**config.mk**
```make
export PLATFORM = sky130hd
export DESIGN_NAME = hsync_module
export DESIGN_NICKNAME = d
export VERILOG_FILES = /design/src/rtl/hsync_module.sv
export SDC_FILE = /design/constraint.sdc
export NUM_CORES = 1
export LEC_CHECK = 0
export BUFFER_PORTS_ARGS = -buffer_cell sky130_fd_sc_hd__buf_4
export CORE_MARGIN = 2
export CORE_UTILIZATION = 53
export DETAILED_ROUTE_END_ITERATION = 7
export PLACE_DENSITY = 0.94
export SLEW_MARGIN = 20
export SYNTH_ARGS = -nofsm -noshare
export SYNTH_HDL_FRONTEND = slang
export SYNTH_SLANG_ARGS = --single-unit
```
**constraint.sdc**
```tcl
create_clock -name clock -period 7.03 [get_ports clock]
set_input_delay 1.0545 -clock clock [delete_from_list [all_inputs] [get_ports clock]]
set_output_delay 1.0545 -clock clock [all_outputs]
set_load 0.02 [all_outputs]
```
**src/rtl/hsync_module.sv**
```systemverilog
// Horizontal timing generator: walks each scan line through SYNC, BACK, ACTIVE
// and FRONT segments on pixel ticks, decoding hsync, HActive, xposition and LineEnd.
module hsync_module #(
    parameter logic HSYNC_ACTIVE_LEVEL = 1'b0,
    parameter int   CNT_W              = 10
) (
    input  logic             clock,
    input  logic             reset,
    input  logic             PixelTick,
    input  logic [CNT_W-1:0] SynchPulse,
    input  logic [CNT_W-1:0] BackPorch,
    input  logic [CNT_W-1:0] ActiveVideo,
    input  logic [CNT_W-1:0] FrontPorch,
    output logic             hsync,
    output logic             HActive,
    output logic [CNT_W-1:0] xposition,
    output logic             LineEnd
);

    typedef enum logic [1:0] {
        ST_SYNC   = 2'd0,
        ST_BACK   = 2'd1,
        ST_ACTIVE = 2'd2,
        ST_FRONT  = 2'd3
    } state_t;

    state_t           state_q, state_d;
    logic [CNT_W-1:0] cnt_q, cnt_d;

    logic [CNT_W-1:0] seg_len;
    logic [CNT_W-1:0] seg_last;
    logic             seg_done;

    // Live length of the segment being walked; a zero length behaves as one tick.
    always_comb begin
        seg_len = SynchPulse;
        case (state_q)
            ST_SYNC:   seg_len = SynchPulse;
            ST_BACK:   seg_len = BackPorch;
            ST_ACTIVE: seg_len = ActiveVideo;
            ST_FRONT:  seg_len = FrontPorch;
            default:   seg_len = SynchPulse;
        endcase
    end

    assign seg_last = (seg_len == '0) ? '0 : seg_len - CNT_W'(1);
    // >= rather than == so a length shrunk below the count ends the segment at once.
    assign seg_done = (cnt_q >= seg_last);

    always_comb begin
        state_d = state_q;
        cnt_d   = cnt_q;
        case (state_q)
            ST_SYNC, ST_BACK, ST_ACTIVE, ST_FRONT: begin
                if (PixelTick) begin
                    if (seg_done) begin
                        cnt_d = '0;
                        case (state_q)
                            ST_SYNC:   state_d = ST_BACK;
                            ST_BACK:   state_d = ST_ACTIVE;
                            ST_ACTIVE: state_d = ST_FRONT;
                            default:   state_d = ST_SYNC;
                        endcase
                    end else begin
                        cnt_d = cnt_q + CNT_W'(1);
                    end
                end
            end
            default: begin
                state_d = ST_SYNC;
                cnt_d   = '0;
            end
        endcase
    end

    always_ff @(posedge clock or negedge reset) begin
        if (!reset) begin
            state_q <= ST_SYNC;
            cnt_q   <= '0;
        end else begin
            state_q <= state_d;
            cnt_q   <= cnt_d;
        end
    end

    assign hsync     = (state_q == ST_SYNC) ? HSYNC_ACTIVE_LEVEL : ~HSYNC_ACTIVE_LEVEL;
    assign HActive   = (state_q == ST_ACTIVE);
    assign xposition = (state_q == ST_ACTIVE) ? cnt_q : '0;
    // The line leaves FRONT on the same tick, so this cannot stay high a second clock.
    assign LineEnd   = PixelTick & (state_q == ST_FRONT) & seg_done;

endmodule
```
# Word level (Yosys, flattened, before mapping)
# Index checks and enable logic that the tools add are counted.
# Widths: inputs -> output; s select.
totals:
  memories: 0
  reg_bits: 12
  latchBits: 0
  out_inout_bits: 13
  word_cells: 27
  input_bits: 43
  romBits: 0
  ram_bits: 0
op_classes:
  eq_ne: 5
  addsub: 2
  n_reduce_logical: 4
  n_lt_le_gt_ge: 1
  div: 0
  mul: 0
  n_bitwise: 2
  shift: 0
  mux: 11
ops:
  columns: ["op", "n"]
  rows:
  - ["$mux 10", 5]
  - ["$pmux 10 s4", 1]
  - ["$add 10x1->10 const B", 1]
  - ["$ge 10x10->1", 1]
  - ["$logic_not 10->1", 1]
  - ["$sub 10x1->10 const B", 1]
  - ["$mux 2", 3]
  - ["$pmux 2 s3", 1]
  - ["$eq 2x2->1 const B", 2]
  - ["$ne 2x2->1 const B", 2]
  - ["$reduce_or 4->1", 1]
  - ["$and 1x1->1", 2]
  - ["$eq 2x1->1 const B", 1]
  - ["$logic_not 2->1", 1]
  - ["$reduce_and 2->1", 1]
  - ["$mux 1", 1]

# Longest topological paths before layout
# Gate-level depths: netlist (run 1).
logic_depth:
  depth_word: 8
  mapped_depth: 16
  mapped_depth_nobuf: 14

# Worst setup path before layout (run 1)
# Ideal clock, no wire load.
synth_path:
  kind: "input port to output port"
  from: "in FrontPorch[8]"
  to: "out LineEnd"
  path_slack_ns: 2.488
  cell_stages: 10
  path_buffers: 0
  arrival_ns: 3.487
  required_ns: 5.975
  cell_sequence: "a222oi_1 > nand2_1 > a2111oi_4 > nand3_2 > mux2i_1 > ha_1 > nand4_1 > or3b_1 > o221ai_1 > and3_1"
synth_between:
  elab_chain_cells: 5
  word_cells_on_any_way: 6
  classes_between: "add/sub: 1; order compare: 1; mux: 2; bitwise: 1; reduce/logical: 1"
synth_lines:
  columns: ["element", "line_no", "source"]
  rows:
  - ["from (decl)", "13", "input logic [CNT_W-1:0] FrontPorch,"]
  - ["$pmux 10 s4 (*)", "37", "case (state_q)"]
  - ["$sub 10x1->10 / $logic_not 10->1 (equally long branches)", "46", "assign seg_last = (seg_len == '0) ? '0 : seg_len - CNT_W'(1);"]
  - ["$mux 10 (*)", "46", null]
  - ["$ge 10x10->1 (*)", "48", "assign seg_done = (cnt_q >= seg_last);"]
  - ["$and 1x1->1 (*)", "90", "assign LineEnd = PixelTick & (state_q == ST_FRONT) & seg_done;"]
  - ["to (decl)", "17", "output logic LineEnd"]
# Mark *: on every way between the ends. The rest lies on a longest branch, timed or not.

# Final worst setup path (run 1)
layout_path:
  from: "reg state_q[0]"
  to: "out LineEnd"
layout_between:
  elab_chain_cells: 6
  word_cells_on_any_way: 11
  classes_between: "add/sub: 1; order compare: 1; eq/ne: 3; mux: 2; bitwise: 2; reduce/logical: 2"
layout_lines:
  columns: ["element", "line_no", "source"]
  rows:
  - ["from (decl)", "27", "state_t state_q, state_d;"]
  - ["from (signal assigned)", "81", "state_q <= state_d;"]
  - ["$eq 2x2->1, or another cell as far along", "37, 90", null]
  - ["$pmux 10 s4", "37", null]
  - ["$sub 10x1->10 / $logic_not 10->1 (equally long branches)", "46", null]
  - ["$mux 10", "46", null]
  - ["$ge 10x10->1", "48", null]
  - ["$and 1x1->1 (*)", "90", null]
# Marks and branches as above.

==> results of run 1 <==
-- cell usage after synthesis, types with 2 or more instances --
cell type	n
o21ai_0	7
inv_1	11
nand2b_1	2
ha_1	16
a22oi_1	8
a222oi_1	3
and2_1	14
mux2i_1	2
buf_6	4
a2bb2oi_1	6
o2111ai_1	2
dfrtp_1	12
a31oi_1	6
or2b_2	2
xnor2_1	6
a21oi_1	14
nand2_1	11
nor2_1	16
nand3_1	3
xor2_1	3
o21a_1	2
and3_1	4
nor3_1	2
-- power groups by stage --
stage | clock (mW) | combinational, mW | sequential [mW]
2_1_floorplan | 0 | 0.553 | 0.120
3_3_place_gp | 0 | 0.651 | 0.126
3_5_place_dp | 0 | 0.682 | 0.129
4_1_cts | 0.0569 | 0.686 | 0.128
5_1_grt | 0.0604 | 0.766 | 0.132
6_report | 0.0572 | 0.694 | 0.129
-- tightest hold or removal path, stage by stage, from the launching register on --
cell and delay [ns]:
dfrtp_1 0.39, xnor2_1 0.09, nor2_1 0.07
-- layer usage --
layer	vias to the layer above	wire length (microns)
li1	752	-
met1	759	1590
met2	62	1960
met3	9	298
met4	0	75
met5	-	0
-- area by class of cell --
cell class,count,area share (%)
multi-input combinational,147,56.2
clock buffer,4,1.92
tap,31,2.05
inverter,11,2.18
timing repair buffer,55,21.8
sequential,12,15.9
-- sequential cells by signal, indices dropped and copies added (netlist names) --
| name | count |
|---|---|
| cnt_q | 10 |
| state_q | 2 |
-- cells by family (layout without fill, tap and decap cells) --
| family | Yosys count | count (layout) | share of synthesized area, % |
|---|---|---|---|
| AND/OR/NAND/NOR | 65 | 65 | 25.2 |
| AO/OA/AOI/OAI | 54 | 54 | 26.0 |
| buffers and inverters | 18 | 70 | 7.38 |
| adder cells (fa/ha/maj) | 16 | 16 | 13.6 |
| flip-flops | 12 | 12 | 20.4 |
| XOR/XNOR | 9 | 9 | 5.35 |
| multiplexers | 3 | 3 | 2.12 |
-- worst paths after layout --
check,endpoint,startpoint,depth (start not counted)
min reg2reg,cnt_q[9],cnt_q[9],2
max in group asynchronous,cnt_q[1],reset,1
min in group asynchronous,cnt_q[4],reset,1
max,LineEnd,state_q[0],14
max reg2reg,state_q[1],state_q[0],14
min,cnt_q[9],cnt_q[9],2
==> metrics, run 1 <==
combinational share of power=about 80%; Total Routed Length=between 3000 and 4000 microns; clk buf depth=2; ANT cells=0; most frequent cells in the layout=buf_4, nor2_1, ha_1; WHS=0.584 ns; synthesized instance count=177; PwrDens=464 nW/um^2; CTS H-Tree Depth=1; outcome=complete, no violations; Wirelength per Cell=15.1 microns; Cell Area, Synth=roughly 1500 sq um; Internal Power=0.412 mW; RD Place Congestion=around 0.84; min Tclk post-route=5.29 ns; sw frac=53.1%; Yosys top cell area share=20.4%; Final ANT Viol Nets=0; Critical Path Slowest Stage Cell=ha_1; CP Cell Sequence=inv_1 -> ha_1 -> a22oi_1 -> a2bb2oi_1 -> inv_1 -> ha_1 -> nand4_2 -> o21ai_0 -> ha_1 -> and3_1 -> or3b_1 -> o221ai_1 -> and3_1 -> buf_4; CTS tree=done; Tightest Hold Check Type=reg -> reg; Finished Layout Cells=260; commonest non-fill, non-tap cell in the layout=buf_4; clk slew on worst S/H paths=0.08 ns; cts bufs inserted=3; worst path buffer plus inverter count=3; FF/Latch Area=300 sq um; Post-CTS Resized=0; Die W=56.7 microns; fin crit share=75.3%; Core ar.=2690 sq um; clk root buf=clkbuf_4; first-pass GRT wire length=6270 microns; Top delay family on crit path=adder cells; FF-to-FF setup slack=2.81 ns; final worst slack=1.74 ns; fin area=roughly 1900 sq um; placed cell count=256; aggregate global-route resource usage=between 20 and 25%; multi-input logic area=1060 sq um; nets@finish=approximately 290; MaxCap Viol Count=0; Clk network pwr share=6.5%; number of hold buffers added after CTS=0; Post-synth top flop=dfrtp_1; Reg power frac=14.6%; Synth area leaders=dfrtp_1, ha_1, and2_1, a21oi_1, a22oi_1; met3 usage=4.38%; Crit path top cell by count=ha_1; met1 usage=28.4%; Seq/Total Area, Yosys=20.4%; clock sinks=12; post-DR vias/cell=6.08; startpoint types=flop; GRT Residual Overflow=0; Psw=0.467 mW; gr busiest metal=met2; Peak Freq=189 MHz; VDD IR-drop max=between 0.3 and 0.4 mV; max_slew headroom=roughly 52%; synthesis-stage register bit count=12; initial core utilization=54.9%; IO Count=56; clk_skew=0.00240 ns; Area Overhead vs Synth=28.5%; DR iter-0 viols=81; DRC Markers=0; Worst-Skew Late Latency=0.28 ns; Initial DRT Pass Iterations=4; routed vias=1582; worst path arrival time=4.24 ns; Yosys top cell by area=dfrtp_1; initial antenna violation count=0; setup violators final=0; Fill cells=roughly 200; hpwl dp=a little over 3000 microns; Static Leak=0.939 nW; IO buf count=55; Pwr Total=0.879 mW; max-slew violations=0; Cell Area, Placed=1860 sq um; setup bufs post-CTS=0; synth warn=0; Setup WS pre-CTS=1.93 ns; full die area=3220 sq um; RSZ-0062 raised after global routing=no; Final Hold Viols=0; worst slew pin tran=roughly 0.73 ns; Core Rows=19; via count of the first global-routing pass=1456; syn nets=about 240; largest fanout on the critical path=23; Setup CP Type=reg -> out; met2 Resource Use GR=between 40% and 50%; Crit path largest cell delay=0.64 ns; die height=around 57 microns; Netlist cell types=44; Post-synth EDFFs=0; crit path capture type=output port; Post-Syn Area per Cell=8.33 sq um; Req. time, crit path=5.98 ns; share of layout cells above drive strength 1=between 30% and 40%; fin util=70.5%; Setup TNS=0 ns; pin count of the biggest net entering global routing=24; FFs w/ async S/R, synth=100%
Note: power is estimated with default switching activity, not from simulation.
==> inputs of run 2 (changes only) <==
CORE_UTILIZATION = 49   (was 53)
PLACE_DENSITY = 0.89   (was 0.94)
clock period = 5 ns   (was 7.03 ns; I/O delays follow)
==> run 2 against run 1 <==
The run now ends with design-rule violations left. Count of clock-buffer cells in the layout shrank 1. Largest power group unchanged. First-iteration DRC count shrank 33%. Worst hold slack lost 0.29 ns. Clock power is essentially flat. Flip-flop and latch count is the same. Sequential power grew 40%.
==> metrics, run 2 (synthesized netlist as in run 1, its figures left out) <==
crit path capture type=output port; initial core utilization=52.5% (-2.3 points); CTS tree=done; Total Routed Length=3600 microns (-8.2%); ANT cells=0 (unchanged); fin crit share=a little over nine tenths; DR top layer=met4; Setup WS pre-CTS=0.402 ns (-1.53 ns); routed vias=1488 (-5.9%); most frequent cells in the layout=buf_4, nor2_1, ha_1; min Tclk post-route=4.69 ns; clk slew on worst S/H paths=0.07 ns (about the same); final worst slack=0.310 ns (-1.43 ns); Met2 Routed Length=1730 microns (-12%); full die area=3460 sq um (+7.6%); IO buf count=55 (unchanged); startpoint types=flop; cts bufs inserted=3 (unchanged); clk buf depth=2 (unchanged); hpwl dp=2880 microns (-6.0%); MaxCap Viol Count=0 (unchanged); die height=58.8 microns (+3.7%); pin count of the biggest net entering global routing=24 (unchanged); PwrDens=635 nW/um^2 (+37%); Met1 Routed Length=1500 microns (-5.8%); clk_skew=0.0139 ns (+0.0115 ns); Core Rows=19 (unchanged); commonest non-fill, non-tap cell in the layout=buf_4; top flop regs=cnt_q x10, state_q x2; Initial DRT Pass Iterations=6 (+2); setup bufs post-CTS=0 (unchanged); DRC Markers=7 (+7); setup violators final=0 (unchanged); RD Place Congestion=0.855 (+2.2%); aggregate global-route resource usage=21.6% (-2.6 points); largest fanout on the critical path=23 (unchanged); Setup TNS=0 ns (unchanged); number of hold buffers added after CTS=0 (unchanged); Static Leak=0.936 nW (-0.33%); via count of the first global-routing pass=1454 (-0.14%); outcome=complete, but fails checks; Tightest Hold Check Type=in -> async; multi-input logic area=1070 sq um (+0.82%); share of layout cells above drive strength 1=31.0% (+0.87 points); CTS H-Tree Depth=1 (unchanged); Area Overhead vs Synth=28.7%; worst path arrival time=3.94 ns (-0.30 ns); Core ar.=2810 sq um (+4.4%); max_slew headroom=49.1% (-2.6 points); initial antenna violation count=0 (unchanged); Req. time, crit path=4.25 ns (-1.73 ns); Final ANT Viol Nets=0 (unchanged); clock sinks=12 (unchanged); Die W=58.8 microns (+3.7%); Final Hold Viols=0 (unchanged); VDD IR-drop max=0.391 mV (+5.5%); Reg with most FFs=cnt_q; first-pass GRT wire length=5850 microns (-6.6%); RSZ-0062 raised after global routing=no; DR iter-0 viols=54 (-33%); Worst-Skew Late Latency=0.28 ns (about the same); post-DR vias/cell=5.72 (-5.9%); clk root buf=clkbuf_4; GRT Residual Overflow=0 (unchanged); max-slew violations=0 (unchanged); Largest register FFs=10 (unchanged); Setup CP Type=reg -> out; Wirelength per Cell=13.9 microns (-8.2%); nets@finish=290 (+0.35%); Fill cells=256 (+26%); Peak Freq=213 MHz; Post-CTS Resized=0 (unchanged); failing checks=design-rule violations; IO Count=56 (unchanged); worst slew pin tran=0.757 ns (+0.0317 ns); FF/Latch Area=300 sq um (unchanged); Met3 Wirelength=316 microns (+6.0%)
-- run 2: cell count changes in the layout (fill, tap and decap cells not counted), sizes merged --
cell / change
clkbuf: -1
buf: +1
-- run 2: worst max-delay path, stage by stage (launching register included) --
cell and delay [ns]:
dfrtp_1 0.40, inv_1 0.11, ha_2 0.43, a22oi_1 0.15, a2bb2oi_1 0.44, inv_1 0.10, ha_1 0.24, nand4_2 0.16
o21ai_0 0.13, ha_1 0.30, and3_1 0.18, or3b_1 0.36, o221ai_1 0.32, and3_1 0.22, buf_4 0.14
-- run 2: path summary, 6_finish.rpt --
path,cells after the start,slack (ns),to,startpoint
min in group clock,1,0.59,state_q[1],state_q[1]
worst min-delay path,1,0.29,cnt_q[9],reset
worst max register to register,14,1.03,state_q[1],state_q[0]
worst max-delay path,14,0.31,LineEnd,state_q[0]
max in group asynchronous,1,4.54,state_q[0],reset
worst min register to register,1,0.59,state_q[1],state_q[1]
-- run 2: per-stage QoR --
step	hold WS, ns	instance area, sq um	cells	utilization (%)	power (mW)
2_1_floorplan	0.454	1470	177	-	0.946
3_3_place_gp	0.551	1870	257	66.5	1.10
3_5_place_dp	0.571	1870	257	66.5	1.13
4_1_cts	0.283	1890	260	67.3	1.19
5_1_grt	0.291	1900	260	67.6	1.34
6_report	0.290	1900	260	67.6	1.20
-- run 2: report_power, final --
part           leakage [nW]  switching [mW]  internal (mW)
registers             0.153          0.0467          0.135
clock network        0.0138          0.0295         0.0279
logic                 0.770           0.557          0.409
-- run 2: layout make-up --
class | instances | area share [%]
Multi-Input combinational cell | 147 | 56.6
Timing Repair Buffer | 56 | 22.2
Sequential cell | 12 | 15.8
Inverter | 11 | 2.18
Tap cell | 31 | 2.04
Clock buffer | 3 | 1.19
-- run 2: layer usage --
metal  vias to the layer above  track usage, %
li1                        757               -
met1                       672            23.4
met2                        54            40.2
met3                         5            3.52
met4                         0            10.7
met5                         -               0
==> inputs of run 3 (changes only) <==
==> constraint.sdc (replaced) <==
create_clock -name clock -period 5 [get_ports clock]
set_input_delay 0.25 -clock clock [delete_from_list [all_inputs] [get_ports clock]]
set_output_delay 0.25 -clock clock [all_outputs]
set_load 0.02 [all_outputs]
==> run 3 against run 2 <==
First-iteration DRC count up 9.3%. Largest cell class unchanged. Clock power rose by 39%. Cell count grew 0.38%. Sequential power about the same. The run still ends with design-rule violations left. Count of clock-buffer cells in the layout grew 1. Critical path depth unchanged.
==> metrics, run 3 (synthesized netlist as in run 1, its figures left out) <==
clk root buf=clkbuf_4; min Tclk post-route=4.56 ns (-0.127 ns); top flop regs=cnt_q x10, state_q x2; Setup TNS=0 ns (unchanged); Crit path largest cell delay=0.64 ns (+0.20 ns); Core ar.=2810 sq um (unchanged); Total Routed Length=3670 microns (+1.7%); Critical Path Slowest Stage Cell=ha_1; Req. time, crit path=4.75 ns (+0.50 ns); CTS H-Tree Depth=1 (unchanged); clock sinks=12 (unchanged); Wirelength per Cell=14.0 microns (+1.4%); startpoint types=flop; Cell Area, Placed=1860 sq um (-0.40%); clk buf depth=2 (unchanged); first-pass GRT wire length=6170 microns (+5.4%); GRT Residual Overflow=0 (unchanged); Peak Freq=219 MHz (+2.8%); Top delay family on crit path=adder cells; Area Overhead vs Synth=29.2%; RSZ-0062 raised after global routing=no; Largest register FFs=10 (unchanged); hpwl dp=2900 microns (+0.66%); Final Hold Viols=0 (unchanged); cts bufs inserted=3 (unchanged); RD Place Congestion=0.820 (-4.2%); Initial DRT Pass Iterations=7 (+1); Setup WS pre-CTS=0.761 ns (+0.360 ns); Tightest Hold Check Type=in -> reg; nets@finish=290 (unchanged); clk slew on worst S/H paths=0.08 ns (about the same); aggregate global-route resource usage=22.7% (+1.0 points); Static Leak=0.944 nW (+0.78%); failing checks=design-rule violations; fin crit share=91.3% (-2.5 points); fin util=67.9% (+0.27 points); VDD IR-drop max=0.411 mV (+5.0%); worst slew pin tran=0.780 ns (+0.0228 ns); initial antenna violation count=0 (unchanged); die height=58.8 microns (unchanged); Final ANT Viol Nets=0 (unchanged); setup violators final=0 (unchanged); clk_skew=0.00140 ns (-0.0125 ns); post-DR vias/cell=5.71 (-0.25%); DRC Markers=7 (unchanged); worst path buffer plus inverter count=3 (unchanged); outcome=complete, but fails checks; share of layout cells above drive strength 1=30.0% (-1.0 points); routed vias=1490 (+0.13%); ANT cells=0 (unchanged); fin area=1900 sq um (+0.40%); IO Count=56 (unchanged); commonest non-fill, non-tap cell in the layout=buf_4; number of hold buffers added after CTS=1 (+1); final worst slack=0.437 ns (+0.127 ns); CTS tree=done; initial core utilization=52.5% (unchanged); setup bufs post-CTS=0 (unchanged); max-slew violations=0 (unchanged); Crit path top cell by count=ha_1; Post-CTS Resized=0 (unchanged); most frequent cells in the layout=buf_4, nor2_1, ha_1; Pwr Total=1.22 mW (+1.2%); worst path arrival time=4.31 ns (+0.37 ns); DR iter-0 viols=59 (+9.3%); PwrDens=640 nW/um^2 (+0.83%); Setup CP Type=reg -> out; max_slew headroom=47.5% (-1.5 points); Worst-Skew Late Latency=0.28 ns (about the same); pin count of the biggest net entering global routing=24 (unchanged); Core Rows=19 (unchanged); crit path capture type=output port; IO buf count=55 (unchanged); largest fanout on the critical path=23 (unchanged); CP Cell Sequence=inv_1 -> ha_1 -> a22oi_1 -> a2bb2oi_1 -> inv_1 -> ha_1 -> nand4_2 -> o21ai_0 -> ha_1 -> and3_1 -> or3b_1 -> o221ai_1 -> and3_1 -> buf_4; via count of the first global-routing pass=1390 (-4.4%); MaxCap Viol Count=0 (unchanged); Reg with most FFs=cnt_q; full die area=3460 sq um (unchanged); Die W=58.8 microns (unchanged)
==> run 3: cell types whose count changed in the layout (fill, tap and decap cells not counted) <==
cell / change
ha_1: +1
a2bb2oi_2: -1
buf_4: -1
clkbuf_8: +1
dlygate4sd3_1: +1
ha_2: -1
a2bb2oi_1: +1
==> run 3: metrics by stage <==
| step | instances | hold WS [ns] |
|---|---|---|
| global route | 261 | 0.321 |
| global placement | 256 | 0.0994 |
| finish | 261 | 0.294 |
| detailed placement | 256 | 0.0990 |
| floorplan | 177 | -0.0456 |
| CTS | 261 | 0.284 |
==> run 3: path summary, 6_finish.rpt <==
| check | start | endpoint | slack, ns | depth (start not counted) |
|---|---|---|---|---|
| max | state_q[0] | LineEnd | 0.44 | 14 |
| min | PixelTick | cnt_q[1] | 0.29 | 4 |
| max reg2reg | state_q[0] | state_q[1] | 0.70 | 14 |
| min reg2reg | cnt_q[1] | cnt_q[1] | 0.59 | 2 |
| max in group asynchronous | reset | cnt_q[9] | 4.51 | 2 |
| min in group asynchronous | reset | cnt_q[6] | 0.34 | 2 |
==> run 3: routing by layer <==
layer | part of all wire, % | global-route usage (%)
met5 | 0 | 0
met4 | 1.3 | 8.12
met3 | 7.5 | 3.30
met2 | 48 | 39.8
met1 | 43 | 28.0
==> run 3: area by class of cell <==
class                           instances  area, sq um
Timing Repair Buffer                   56          423
Sequential cell                        12          300
Clock buffer                            4         36.3
Multi-Input combinational cell        147         1060
Tap cell                               31         38.8
Fill cell                             263          901
Inverter                               11         41.3
==> run 3: power by group <==
part	leakage (nW)	total [mW]	switching (mW)	internal, mW
registers	0.153	0.181	0.0465	0.134
logic	0.770	0.959	0.557	0.402
clock network	0.0210	0.0797	0.0353	0.0444
total	0.944	1.22	0.639	0.581
==> run 3: worst register-to-register path, stage by stage (launching register included) <==
cell	delay, ns
dfrtp_1	0.40
inv_1	0.11
ha_1	0.64
a22oi_1	0.19
a2bb2oi_1	0.48
inv_1	0.12
ha_1	0.23
nand4_2	0.15
o21ai_0	0.14
ha_1	0.31
and3_1	0.18
or3b_1	0.37
o221ai_1	0.36
a21oi_1	0.20
mux2_2	0.32
